**src/rtl/show_ndec_scan.sv**
```systemverilog
`default_nettype none
// ============================================================================
// Module  : show_ndec_scan
// Brief   : Binary-to-decimal converter (serial restoring divide by 10) that
//           drives a multiplexed, active-low 7-segment display with leading
//           blanking, per-position decimal points and overflow indication.
//           Optional macro SIGNED_DISPLAY_EN adds two's-complement handling
//           (magnitude conversion plus a leading minus sign).
// Revision: 1.0 - initial release
// ============================================================================
module show_ndec_scan #(
    parameter int WIDTH    = 16,
    parameter int NDIGITS  = 4,
    parameter int SCANBITS = 13
) (
    input  logic               CLK,
    input  logic               RST,
    input  logic               NEWNUM,
    input  logic [WIDTH-1:0]   NUM,
    input  logic [NDIGITS-1:0] DPS,
    output logic [7:0]         SEG_OUT,
    output logic [NDIGITS-1:0] DIGIT_OUT,
    output logic               BUSY,
    output logic               READY,
    output logic               OVF
);

    localparam int IW = (NDIGITS > 1) ? $clog2(NDIGITS) : 1;
    localparam int CW = $clog2(WIDTH + 1);
    localparam logic [IW-1:0] LAST_IDX  = IW'(NDIGITS - 1);
    localparam logic [CW-1:0] LAST_BIT  = CW'(WIDTH - 1);
    localparam logic [6:0]    SEG_MINUS = 7'b0111111;

    typedef enum logic [2:0] {
        IDLE  = 3'd0,
        LOAD  = 3'd1,
        DIV   = 3'd2,
        STORE = 3'd3,
        SHOW  = 3'd4
    } state_t;

    state_t state;
    state_t state_nx;

    // Conversion datapath
    logic [WIDTH-1:0]   n;          // value still to be converted
    logic [WIDTH-1:0]   quo;        // dividend shifts out MSB-first, quotient shifts in
    logic [3:0]         rem;        // partial remainder, always < 10
    logic [CW-1:0]      bit_cnt;
    logic [IW-1:0]      j;          // index of the digit being produced / last digit
    logic [3:0]         digits [NDIGITS];
    logic [NDIGITS-1:0] dps_q;
    logic               neg;
    logic               ovf;

    // Scan datapath
    logic [SCANBITS-1:0] scan;
    logic [IW-1:0]       pos;

    // Load-time magnitude of the input value
    logic [WIDTH-1:0] mag;
    logic             is_neg;

`ifdef SIGNED_DISPLAY_EN
    // Negative inputs are converted as their magnitude; -2^(WIDTH-1) maps to
    // 2^(WIDTH-1), which is representable as an unsigned WIDTH-bit value.
    always_comb begin
        is_neg = NUM[WIDTH-1];
        mag    = is_neg ? (~NUM + 1'b1) : NUM;
    end
`else
    assign is_neg = 1'b0;
    assign mag    = NUM;
`endif

    // One restoring-division step: bring down the next dividend bit
    logic [4:0] trial;
    logic [4:0] trial_sub;
    logic       trial_ge;

    assign trial     = {rem, quo[WIDTH-1]};
    assign trial_sub = trial - 5'd10;
    assign trial_ge  = (trial >= 5'd10);

    // Standard active-low gfedcba decode
    function automatic logic [6:0] seg7(input logic [3:0] d);
        case (d)
            4'd0:    seg7 = 7'b1000000;
            4'd1:    seg7 = 7'b1111001;
            4'd2:    seg7 = 7'b0100100;
            4'd3:    seg7 = 7'b0110000;
            4'd4:    seg7 = 7'b0011001;
            4'd5:    seg7 = 7'b0010010;
            4'd6:    seg7 = 7'b0000010;
            4'd7:    seg7 = 7'b1111000;
            4'd8:    seg7 = 7'b0000000;
            4'd9:    seg7 = 7'b0010000;
            default: seg7 = 7'b1111111;
        endcase
    endfunction

    // State register
    always_ff @(posedge CLK) begin
        if (RST) state <= IDLE;
        else     state <= state_nx;
    end

    // Next-state logic; a load strobe restarts conversion from any state
    always_comb begin
        state_nx = state;
        if (NEWNUM) begin
            state_nx = LOAD;
        end else begin
            case (state)
                IDLE:    state_nx = IDLE;
                LOAD:    state_nx = DIV;
                DIV:     if (bit_cnt == LAST_BIT) state_nx = STORE;
                STORE:   state_nx = ((quo == '0) || (j == LAST_IDX)) ? SHOW : LOAD;
                SHOW:    state_nx = SHOW;
                default: state_nx = IDLE;
            endcase
        end
    end

    // Conversion datapath: latch, divide by 10, store digit, track overflow
    always_ff @(posedge CLK) begin
        if (RST) begin
            n       <= '0;
            quo     <= '0;
            rem     <= '0;
            bit_cnt <= '0;
            j       <= '0;
            dps_q   <= '0;
            neg     <= 1'b0;
            ovf     <= 1'b0;
            for (int i = 0; i < NDIGITS; i++) digits[i] <= 4'd0;
        end else if (NEWNUM) begin
            n     <= mag;
            neg   <= is_neg;
            dps_q <= DPS;
            j     <= '0;
            ovf   <= 1'b0;
        end else begin
            case (state)
                LOAD: begin
                    quo     <= n;
                    rem     <= 4'd0;
                    bit_cnt <= '0;
                end
                DIV: begin
                    quo     <= {quo[WIDTH-2:0], trial_ge};
                    rem     <= trial_ge ? trial_sub[3:0] : trial[3:0];
                    bit_cnt <= bit_cnt + 1'b1;
                end
                STORE: begin
                    digits[j] <= rem;
                    n         <= quo;
                    if (quo != '0) begin
                        if (j == LAST_IDX) ovf <= 1'b1;
                        else               j   <= j + 1'b1;
                    end else if (neg && (j == LAST_IDX)) begin
                        // no free position left for the minus sign
                        ovf <= 1'b1;
                    end
                end
                default: ;
            endcase
        end
    end

    // Scan counter and shown position; restart at position 0 on every SHOW entry
    always_ff @(posedge CLK) begin
        if (RST || (state != SHOW)) begin
            scan <= '0;
            pos  <= '0;
        end else begin
            scan <= scan + 1'b1;
            if (&scan) pos <= (pos == LAST_IDX) ? '0 : pos + 1'b1;
        end
    end

    // Registered status flags, aligned with the state register
    always_ff @(posedge CLK) begin
        if (RST) begin
            BUSY  <= 1'b0;
            READY <= 1'b0;
        end else begin
            BUSY  <= (state_nx == LOAD) || (state_nx == DIV) || (state_nx == STORE);
            READY <= (state_nx == SHOW);
        end
    end

    assign OVF = ovf;

    logic [IW:0] sign_pos;
    assign sign_pos = {1'b0, j} + 1'b1;

    // Segment and position drive; positions above the last digit stay dark
    always_comb begin
        SEG_OUT   = 8'hFF;
        DIGIT_OUT = '1;
        if (state == SHOW) begin
            if (ovf) begin
                DIGIT_OUT[pos] = 1'b0;
                SEG_OUT        = {1'b1, SEG_MINUS};
            end else if (pos <= j) begin
                DIGIT_OUT[pos] = 1'b0;
                SEG_OUT        = {~dps_q[pos], seg7(digits[pos])};
            end else if (neg && ({1'b0, pos} == sign_pos)) begin
                DIGIT_OUT[pos] = 1'b0;
                SEG_OUT        = {~dps_q[pos], SEG_MINUS};
            end
        end
    end

endmodule
`default_nettype wire

```
**config.mk**
```make
export PLATFORM = sky130hd
export DESIGN_NAME = show_ndec_scan
export DESIGN_NICKNAME = d
export VERILOG_FILES = /design/src/rtl/show_ndec_scan.sv
export SDC_FILE = /design/constraint.sdc
export NUM_CORES = 1
export LEC_CHECK = 0
export BUFFER_PORTS_ARGS = -buffer_cell sky130_fd_sc_hd__clkbuf_2
export CORE_MARGIN = 8
export CORE_UTILIZATION = 40
export CTS_BUF_LIST = sky130_fd_sc_hd__clkbuf_4
export CTS_CLUSTER_DIAMETER = 200
export CTS_CLUSTER_SIZE = 14
export DETAILED_ROUTE_END_ITERATION = 16
export GPL_TIMING_DRIVEN = 1
export PLACE_DENSITY = 0.57
export SYNTH_ARGS = -nofsm -noshare
export SYNTH_HDL_FRONTEND = slang
export SYNTH_SLANG_ARGS = --single-unit
```
**constraint.sdc**
```tcl
create_clock -name CLK -period 2.2 [get_ports CLK]
set_input_delay 0.22 -clock CLK [delete_from_list [all_inputs] [get_ports CLK]]
set_output_delay 0.22 -clock CLK [all_outputs]
set_load 0.1 [all_outputs]
```
# Yosys cells after proc, flatten, opt, wreduce, memory -nomap -nowiden
# Memories as Yosys holds them, arrays and structs flattened. A register that Yosys moved wholly into a read port is not among the register bits.
# Index checks and enable logic that the tools add are counted.
# op_classes
addsub	5
order_cmp	4
eq_ne	13
n_mux	34
bitwise_logic	4
n_reduce_logical	15
# ops
op	count
two-way mux 16 bit	2
one-hot mux 16 bit (2 select lines)	1
two-way mux 8 bit	3
two-way mux 4 bit	5
logical NOT 16 bit	1
nonzero test 16 bit	1
adder 13 x 1 -> 13 bit, second input constant	1
AND reduction 13 bit	1
== test 3 x 2 -> 1 bit, second input constant	4
one-hot mux 3 bit (4 select lines)	1
two-way mux 1 bit	11
one-hot mux 5 bit (2 select lines)	1
two-way mux 3 bit	3
two-way mux 2 bit	4
one-hot mux 4 bit (2 select lines)	1
== test 3 x 1 -> 1 bit, second input constant	2
== test 3 bit, second input constant	2
AND reduction 3 bit	2
adder 5 x 1 -> 5 bit, second input constant	1
== test 5 x 4 -> 1 bit, second input constant	1
greater-or-equal comparator 5 x 4 -> 1 bit, second input constant	1
adder 2 x 1 -> 2 bit, second input constant	2
== test 2 bit, second input constant	2
logical OR 1 bit	4
other kinds (15)	18
# totals
register_bits	68
ramBits	16
romBits	112
output_inout_bits	15
mem_count	2
# mem_list
name	depth	width	read_ports	rd_clocked_by_memory_dff	write_ports	line_no	rtl
(no name shown)	16	7	1	0	0	87	case (d)
digits	4	4	1	1	4	51	logic [3:0] digits [NDIGITS];

# Logic depth before layout (Yosys ltp)
# Gate-level depths: netlist of the first run.
# depth
depth_word	8
depth_mapped	7
depth_no_buf	7

# Worst setup path before layout of the first run
# OpenSTA, ideal clock, no wires.
# synth_timing
path_kind	reg-to-output
from	register j[1]
to	output SEG_OUT[6]
arrival_time_ps	3697
setup_slack_ps	-1717
stages_incl_launch_ff	7
n_path_buf	0
cell_sequence	dfxtp_1 > inv_1 > ha_1 > nor2b_1 > a2bb2oi_1 > nor4_1 > a211oi_1
# synth_between
elab_chain_cells	4
# synth_lines
item	line_no	rtl
from (decl)	50	logic [IW-1:0] j;
from (signal assigned)	160	else j <= j + 1'b1;
<= comparator 2 bit	206	end else if (pos <= j) begin
two-way mux 8 bit	206	
two-way mux 8 bit	203	if (ovf) begin
two-way mux 8 bit	202	if (state == SHOW) begin
to (decl)	21	output logic [7:0] SEG_OUT,
# Every way passes these cells.

==> impl_metrics.py, run 1 <==
metrics = {
    "timing": {
        "fin_tns_setup_ns": -1.88,
        "tightest_slew_ns": 0.624,
        "layout_setup_ws_ns": -0.294,
        "rsz0062_at_grt": "true",
        "min_period_over_period_pct": 113,
        "skew_ns": 0.0104,
        "min_period_ns": 2.49,
        "report.final.slew_viol_count": 0,
        "relSlewSlack_pct": 58.3,
        "fmax_mhz": 401,
        "final_hold_viol_count": 0,
        "setup_viol": 8,
    },
    "power_and_ir_drop": {
        "p_per_area_nw_per_um2": 554,
        "ir_worst_vdd_mv": 0.293,
        "seqPwrFrac_pct": 57.6,
        "pwr-share-comb_pct": 9.8,
        "internal-power_mw": 2.22,
        "switchingPower_uw": 708,
        "power_switching_share_pct": 24.2,
        "cellLeakagePower_nw": 1.99,
        "clkPwrFrac_pct": 32.5,
    },
    "finish": {
        "diodes": 0,
        "area_growth_pct": 26.0,
        "post_route_cells_drive_above_1_share_pct": 29.1,
        "layout.nets": 534,
        "final_cells": 635,
        "nFillCells": 963,
    },
    "synthesis": {
        "yosysSeqAreaShare_pct": 44.9,
        "async_flop_share_pct": 0,
        "ys_ff_latch": 86,
        "synthFlopType": "dfxtp_1",
        "yosysTopAreaCell": "dfxtp_1",
        "synth_cells": 440,
        "synth_cell_type_count": 49,
        "syn_nets": 479,
        "yosys_warnings": 0,
        "synthTopCellsByArea": "dfxtp_1, edfxtp_1, ha_1",
        "syn_area_sq_um": 4190,
        "synth_enable_flop_cells": 16,
        "synth_top_cell_area_share_pct": 33.4,
        "syn_area_per_cell_sq_um": 9.53,
    },
    "worst_setup_path": {
        "r2r-end": "digits[1][1]$_SDFFCE_PN0P_",
        "slowest_delay_ns": 0.61,
        "path_max_fanout": 5,
        "rr_worst_depth": 5,
        "critPathTopFamily": "multiplexers",
        "critical_path_arrival_ns": 2.27,
        "critical_path_class": "register to primary output",
        "r2r-start": "state[0]$_SDFF_PP0_",
        "crit_path_end_kind": "primary output",
        "slowest_stage": "mux4_2",
        "regToRegSetupSlack_ns": 0.27,
        "cp.required_ns": 1.98,
        "worstSetupStartpointType": "register",
        "path_buf_inv": 2,
        "crit_cells": 7,
        "path_cells": "mux4_2, ha_4, inv_2, nand3b_1, nor3_2, a211oi_4, buf_12",
    },
    "worst_hold_path": {
        "min_path_cells": 3,
        "hp-start": "DPS[0]",
        "hold_end": "dps_q[0]$_SDFFE_PP0P_",
        "hold_class": "input pin to register",
    },
    "detailed_routing": {
        "ant_nets": 0,
        "drc": 0,
        "viasPerCell": 5.30,
        "num_vias": 3365,
        "first_pass_iters": 5,
        "wl_per_cell_um": 15.1,
        "wirelength_um": 9620,
        "drtIter0Drc": 189,
    },
    "floorplan": {
        "die_x_um": 118,
        "start_util_pct": 41.0,
        "die_h_um": 118,
        "die_area_sq_um": 14000,
        "row_count": 37,
        "boundaryPins": 38,
        "core_sq_um": 10200,
    },
    "global_route": {
        "track_usage_pct": 14.0,
        "antenna_found_initial": 0,
        "grt_start_max_net_pins": 36,
        "grt_overflow": 0,
        "grt_pass1_wl_um": 16300,
        "grt_pass1_vias": 3393,
    },
    "run_status": {
        "violations": "negative setup slack",
        "status": "complete, but fails checks",
    },
    "placement": {
        "post-dp-hpwl_um": 6790,
        "port_buffers": 37,
        "dpl.cell_count": 609,
        "place_congestion": 0.791,
    },
    "cts": {
        "clockRootBuffer": "clkbuf_4",
        "cts.sinks": 86,
        "htree_levels": 3,
        "numCtsBuffers": 9,
        "cts_hold_buf": 0,
        "clk_latency_ns": 0.42,
        "max-clock-path-buffers": 2,
        "clkTransAtPathRegs_ns": 0.13,
        "cts_tree": "done",
    },
    "flow_run": {
        "maxCapViolCount": 0,
    },
}
-- synth_stat cells (13+ instances only) --
| library cell | number |
|---|---|
| dfxtp_1 | 70 |
| nor2_1 | 41 |
| a211oi_1 | 26 |
| nor3_1 | 25 |
| clkbuf_1 | 23 |
| nand2_1 | 22 |
| nor2b_1 | 22 |
| mux2i_1 | 18 |
| and3_1 | 17 |
| edfxtp_1 | 16 |
| ha_1 | 16 |
| o21ai_0 | 15 |
| and2_1 | 14 |
| inv_1 | 13 |
-- layout make-up --
cell class                 instances  area [sq um]  area share (%)
tap                              136           170            3.22
clock buffer                       9          67.6            1.28
inverter                          13          51.3           0.971
sequential                        86          1890            35.8
timing repair buffer              72           632            12.0
multi-input combinational        313          2390            45.3
clock inverter                     6          77.6            1.47
-- state kept, by name (all words and copies together), names as in the netlist, named ones only --
register	count
bit_cnt	5
n	16
dps_q	4
state	3
j	2
digits	16
pos	2
BUSY	1
scan	13
rem	4
quo	16
READY	1
OVF	1
-- logic make-up after synthesis --
group	share of synthesized area, %
mux	6.99
fa+ha+maj	4.78
xor+xnor	2.30
simple gates	24.8
flops	44.9
buf+inv	3.85
compound gates	12.4
-- power groups by stage --
stage	combinational, mW	clock [mW]	sequential [mW]
detailed placement	0.271	0	1.72
global route	0.320	1.06	1.70
CTS	0.277	0.988	1.69
finish	0.288	0.953	1.69
floorplan	0.183	0	1.72
global placement	0.266	0	1.72
-- worst max path at each step --
stage / from / endpoint
after floorplan: register / SEG_OUT[6]
after global placement: register / SEG_OUT[4]
after detailed placement: register / SEG_OUT[4]
after CTS: register / SEG_OUT[6]
after global routing: register / SEG_OUT[6]
final: register / SEG_OUT[6]
-- layer usage --
metal	up-vias	global-route usage [%]	part of all wire, %
met1	1592	16.9	44
met2	55	23.7	51
li1	1705	-	-
met5	-	0	0
met4	0	5.44	1.3
met3	13	3.19	3.4
-- worst register-to-register path, stage by stage, from the launching register on --
cell	delay [ns]
dfxtp_1	0.36
buf_4	0.25
and4bb_2	0.29
nand2b_1	0.13
nor3b_1	0.39
or2_2	0.23
-- cells in the final DEF, fill, tap and decap left out, drive strengths merged, types with 15 or more instances in the layout --
master	instances
buf	46
ha	16
a211oi	26
o21ai	15
nor3	25
and3	17
mux2i	18
dfxtp	70
clkbuf	35
nand2	22
edfxtp	16
nor2	41
nor2b	22
-- stage by stage --
stage               total power [mW]  hold slack [ns]  instance area (sq um)  util (%)  worst slack [ns]
CTS                             2.95          0.00858                   5110      50.0            -0.316
global placement                1.99            0.422                   4920      48.1             0.109
detailed placement              1.99            0.437                   4920      48.1            0.0681
floorplan                       1.91            0.367                   4320         -            -0.118
finish                          2.93           0.0335                   5280      51.6            -0.294
global route                    3.08          0.00821                   5280      51.6            -0.423
-- timing repair --
action,in CTS,in global routing
setup buffers,4,7
pin swaps,0,12
endpoints found under the setup margin,11,11
resized for setup,6,30
(Power assumes the default switching activity.)
==> run 2: changes to the inputs <==
--- a/config.mk
+++ b/config.mk
@@ -6,7 +6,7 @@
 export NUM_CORES = 1
 export LEC_CHECK = 0
 export BUFFER_PORTS_ARGS = -buffer_cell sky130_fd_sc_hd__clkbuf_2
-export CORE_MARGIN = 8
+export CORE_MARGIN = 5
 export CORE_UTILIZATION = 40
 export CTS_BUF_LIST = sky130_fd_sc_hd__clkbuf_4
 export CTS_CLUSTER_DIAMETER = 200
@@ -14,6 +14,7 @@
 export DETAILED_ROUTE_END_ITERATION = 16
 export GPL_TIMING_DRIVEN = 1
 export PLACE_DENSITY = 0.57
+export RECOVER_POWER = 25
 export SYNTH_ARGS = -nofsm -noshare
 export SYNTH_HDL_FRONTEND = slang
 export SYNTH_SLANG_ARGS = --single-unit
==> run 2 against run 1 <==
  * Clock power shrank 7.3%
  * Die area shrank 9.9%
  * Utilization shrank 1.1 points
  * Critical path type unchanged
  * Highest routed layer unchanged
  * Clock skew grew 0.0038 ns
  * Hold slack gained 0.0054 ns
  * Via count is essentially flat
  * The flow still finishes with violations (negative setup slack)
  * Critical path depth is the same
  * Register-to-register slack gained 0.03 ns
  * Power shrank 2.7%
  * Count of clock-buffer cells in the layout grew 2
  * Largest cell class unchanged
  * Setup slack gained 0.026 ns
  * Combinational power shrank 4%
==> impl_metrics.py, run 2 (synthesis gave the netlist of run 1 again) <==
metrics = {
    "cts": {
        "clk_latency_ns": 0.42,
        "max-clock-path-buffers": 2,
        "cts_tree": "done",
        "cts.sinks": 86,
        "htree_levels": 3,
        "clkTransAtPathRegs_ns": 0.13,
        "numCtsBuffers": 9,
        "clockRootBuffer": "clkbuf_4",
    },
    "detailed_routing": {
        "ant_nets": 0,
        "drc": 0,
        "wirelength_um": 9300,
        "drtIter0Drc": 149,
        "num_vias": 3368,
        "wl_per_cell_um": 14.6,
        "first_pass_iters": 4,
        "viasPerCell": 5.30,
    },
    "placement": {
        "dpl_cell_area_sq_um": 4900,
        "post-dp-hpwl_um": 6380,
        "dpl.cell_count": 607,
        "place_ws_ns": 0.0678,
        "place_congestion": 0.773,
        "port_buffers": 37,
    },
    "power_and_ir_drop": {
        "ir_worst_vdd_mv": 0.329,
        "p_per_area_nw_per_um2": 549,
        "power_mw": 2.85,
        "cellLeakagePower_nw": 1.96,
    },
    "finish": {
        "nFillCells": 976,
        "final_area_sq_um": 5190,
        "layout.nets": 534,
        "post_route_cells_drive_above_1_share_pct": 26.2,
        "final_cell_mix": "dfxtp_1, nor2_1, buf_4",
        "final_common_cell": "dfxtp_1",
        "area_growth_pct": 23.8,
        "top_regs": "digits (16), n (16), quo (16)",
        "final_cells": 636,
        "final_core_util_pct": 50.5,
        "diodes": 0,
    },
    "timing": {
        "tightest_slew_ns": 1.24,
        "final_hold_viol_count": 0,
        "rsz0062_at_grt": "true",
        "skew_ns": 0.0143,
        "min_period_over_period_pct": 112,
        "hold-worst-slack_ns": 0.0390,
        "relSlewSlack_pct": 17.0,
        "setup_viol": 11,
        "fin_tns_setup_ns": -1.69,
        "fmax_mhz": 405,
        "layout_setup_ws_ns": -0.268,
        "min_period_ns": 2.47,
        "report.final.slew_viol_count": 0,
    },
    "global_route": {
        "grt_pass1_vias": 3244,
        "track_usage_pct": 14.8,
        "grt_start_max_net_pins": 61,
        "grt_overflow": 0,
        "antenna_found_initial": 0,
        "grt_pass1_wl_um": 15400,
    },
    "worst_setup_path": {
        "crit_path_end_kind": "primary output",
        "critical_path_arrival_ns": 2.25,
        "critical_path_class": "register to primary output",
        "cp.required_ns": 1.98,
        "path_max_fanout": 5,
        "worstSetupStartpointType": "register",
    },
    "run_status": {
        "status": "complete, but fails checks",
        "violations": "negative setup slack",
    },
    "worst_hold_path": {
        "hold_class": "input pin to register",
    },
    "floorplan": {
        "die_area_sq_um": 12600,
        "boundaryPins": 38,
        "core_sq_um": 10300,
        "die_x_um": 112,
        "start_util_pct": 40.8,
        "row_count": 37,
        "die_h_um": 112,
    },
    "flow_run": {
        "maxCapViolCount": 0,
    },
}
-- run 2: cell count changes in the layout (fill, tap and decap cells not counted), sizes merged --
| cell | previous run | this run |
|---|---|---|
| inv | 14 | 13 |
| buf | 46 | 42 |
| clkinvlp | 0 | 1 |
| bufinv | 2 | 1 |
| clkbuf | 35 | 39 |
| dlygate4sd3 | 0 | 2 |
-- run 2: where the power goes --
group,total (mW),internal [mW],switching [mW]
Combinational,0.277,0.117,0.160
Sequential,1.69,1.65,0.0344
Clock,0.883,0.366,0.518
-- run 2: layout make-up --
cell class                 count  area, sq um  share of cell area, %
clock inverter                 5         51.3                  0.988
inverter                      13         51.3                  0.988
multi-input combinational    313         2330                   44.9
tap                          136          170                   3.28
timing repair buffer          72          616                   11.9
sequential                    86         1890                   36.4
clock buffer                  11         82.6                   1.59
-- run 2: routing by layer --
metal	global-route usage, %	share of wire (%)	vias up	wire length [um]
li1	-	-	1712	-
met1	19.0	46	1584	4270
met2	24.1	48	59	4480
met3	3.61	3.9	13	367
met4	5.77	1.9	0	179
met5	0	0	-	0
-- run 2: path summary, 6_finish.rpt --
path                             from                       to  slack [ns]  depth (start not counted)
hold reg to reg    scan[0]$_SDFF_PP0_       scan[0]$_SDFF_PP0_        0.45                          1
setup / recovery             register               SEG_OUT[3]       -0.27                          7
hold / removal                 DPS[1]    dps_q[1]$_SDFFE_PP0P_        0.04                          3
setup reg to reg  state[0]$_SDFF_PP0_  bit_cnt[3]$_SDFFE_PP0P_        0.30                          5
-- run 2: timing repair --
action                     in CTS  in global routing
resized for setup              10                 12
setup buffers                   6                  5
setup endpoints to repair      11                 12
hold buffers                    2                  0
hold endpoints to repair        2                  0
pin swaps                       2                  9
-- run 2: worst max-delay path, cell delays in order (launching register included) --
cell and delay [ns]:
dfxtp_4 0.40, mux4_2 0.58, inv_2 0.09, ha_1 0.22, nand2_1 0.09, o21ai_1 0.10, o21ai_4 0.15, buf_12 0.19
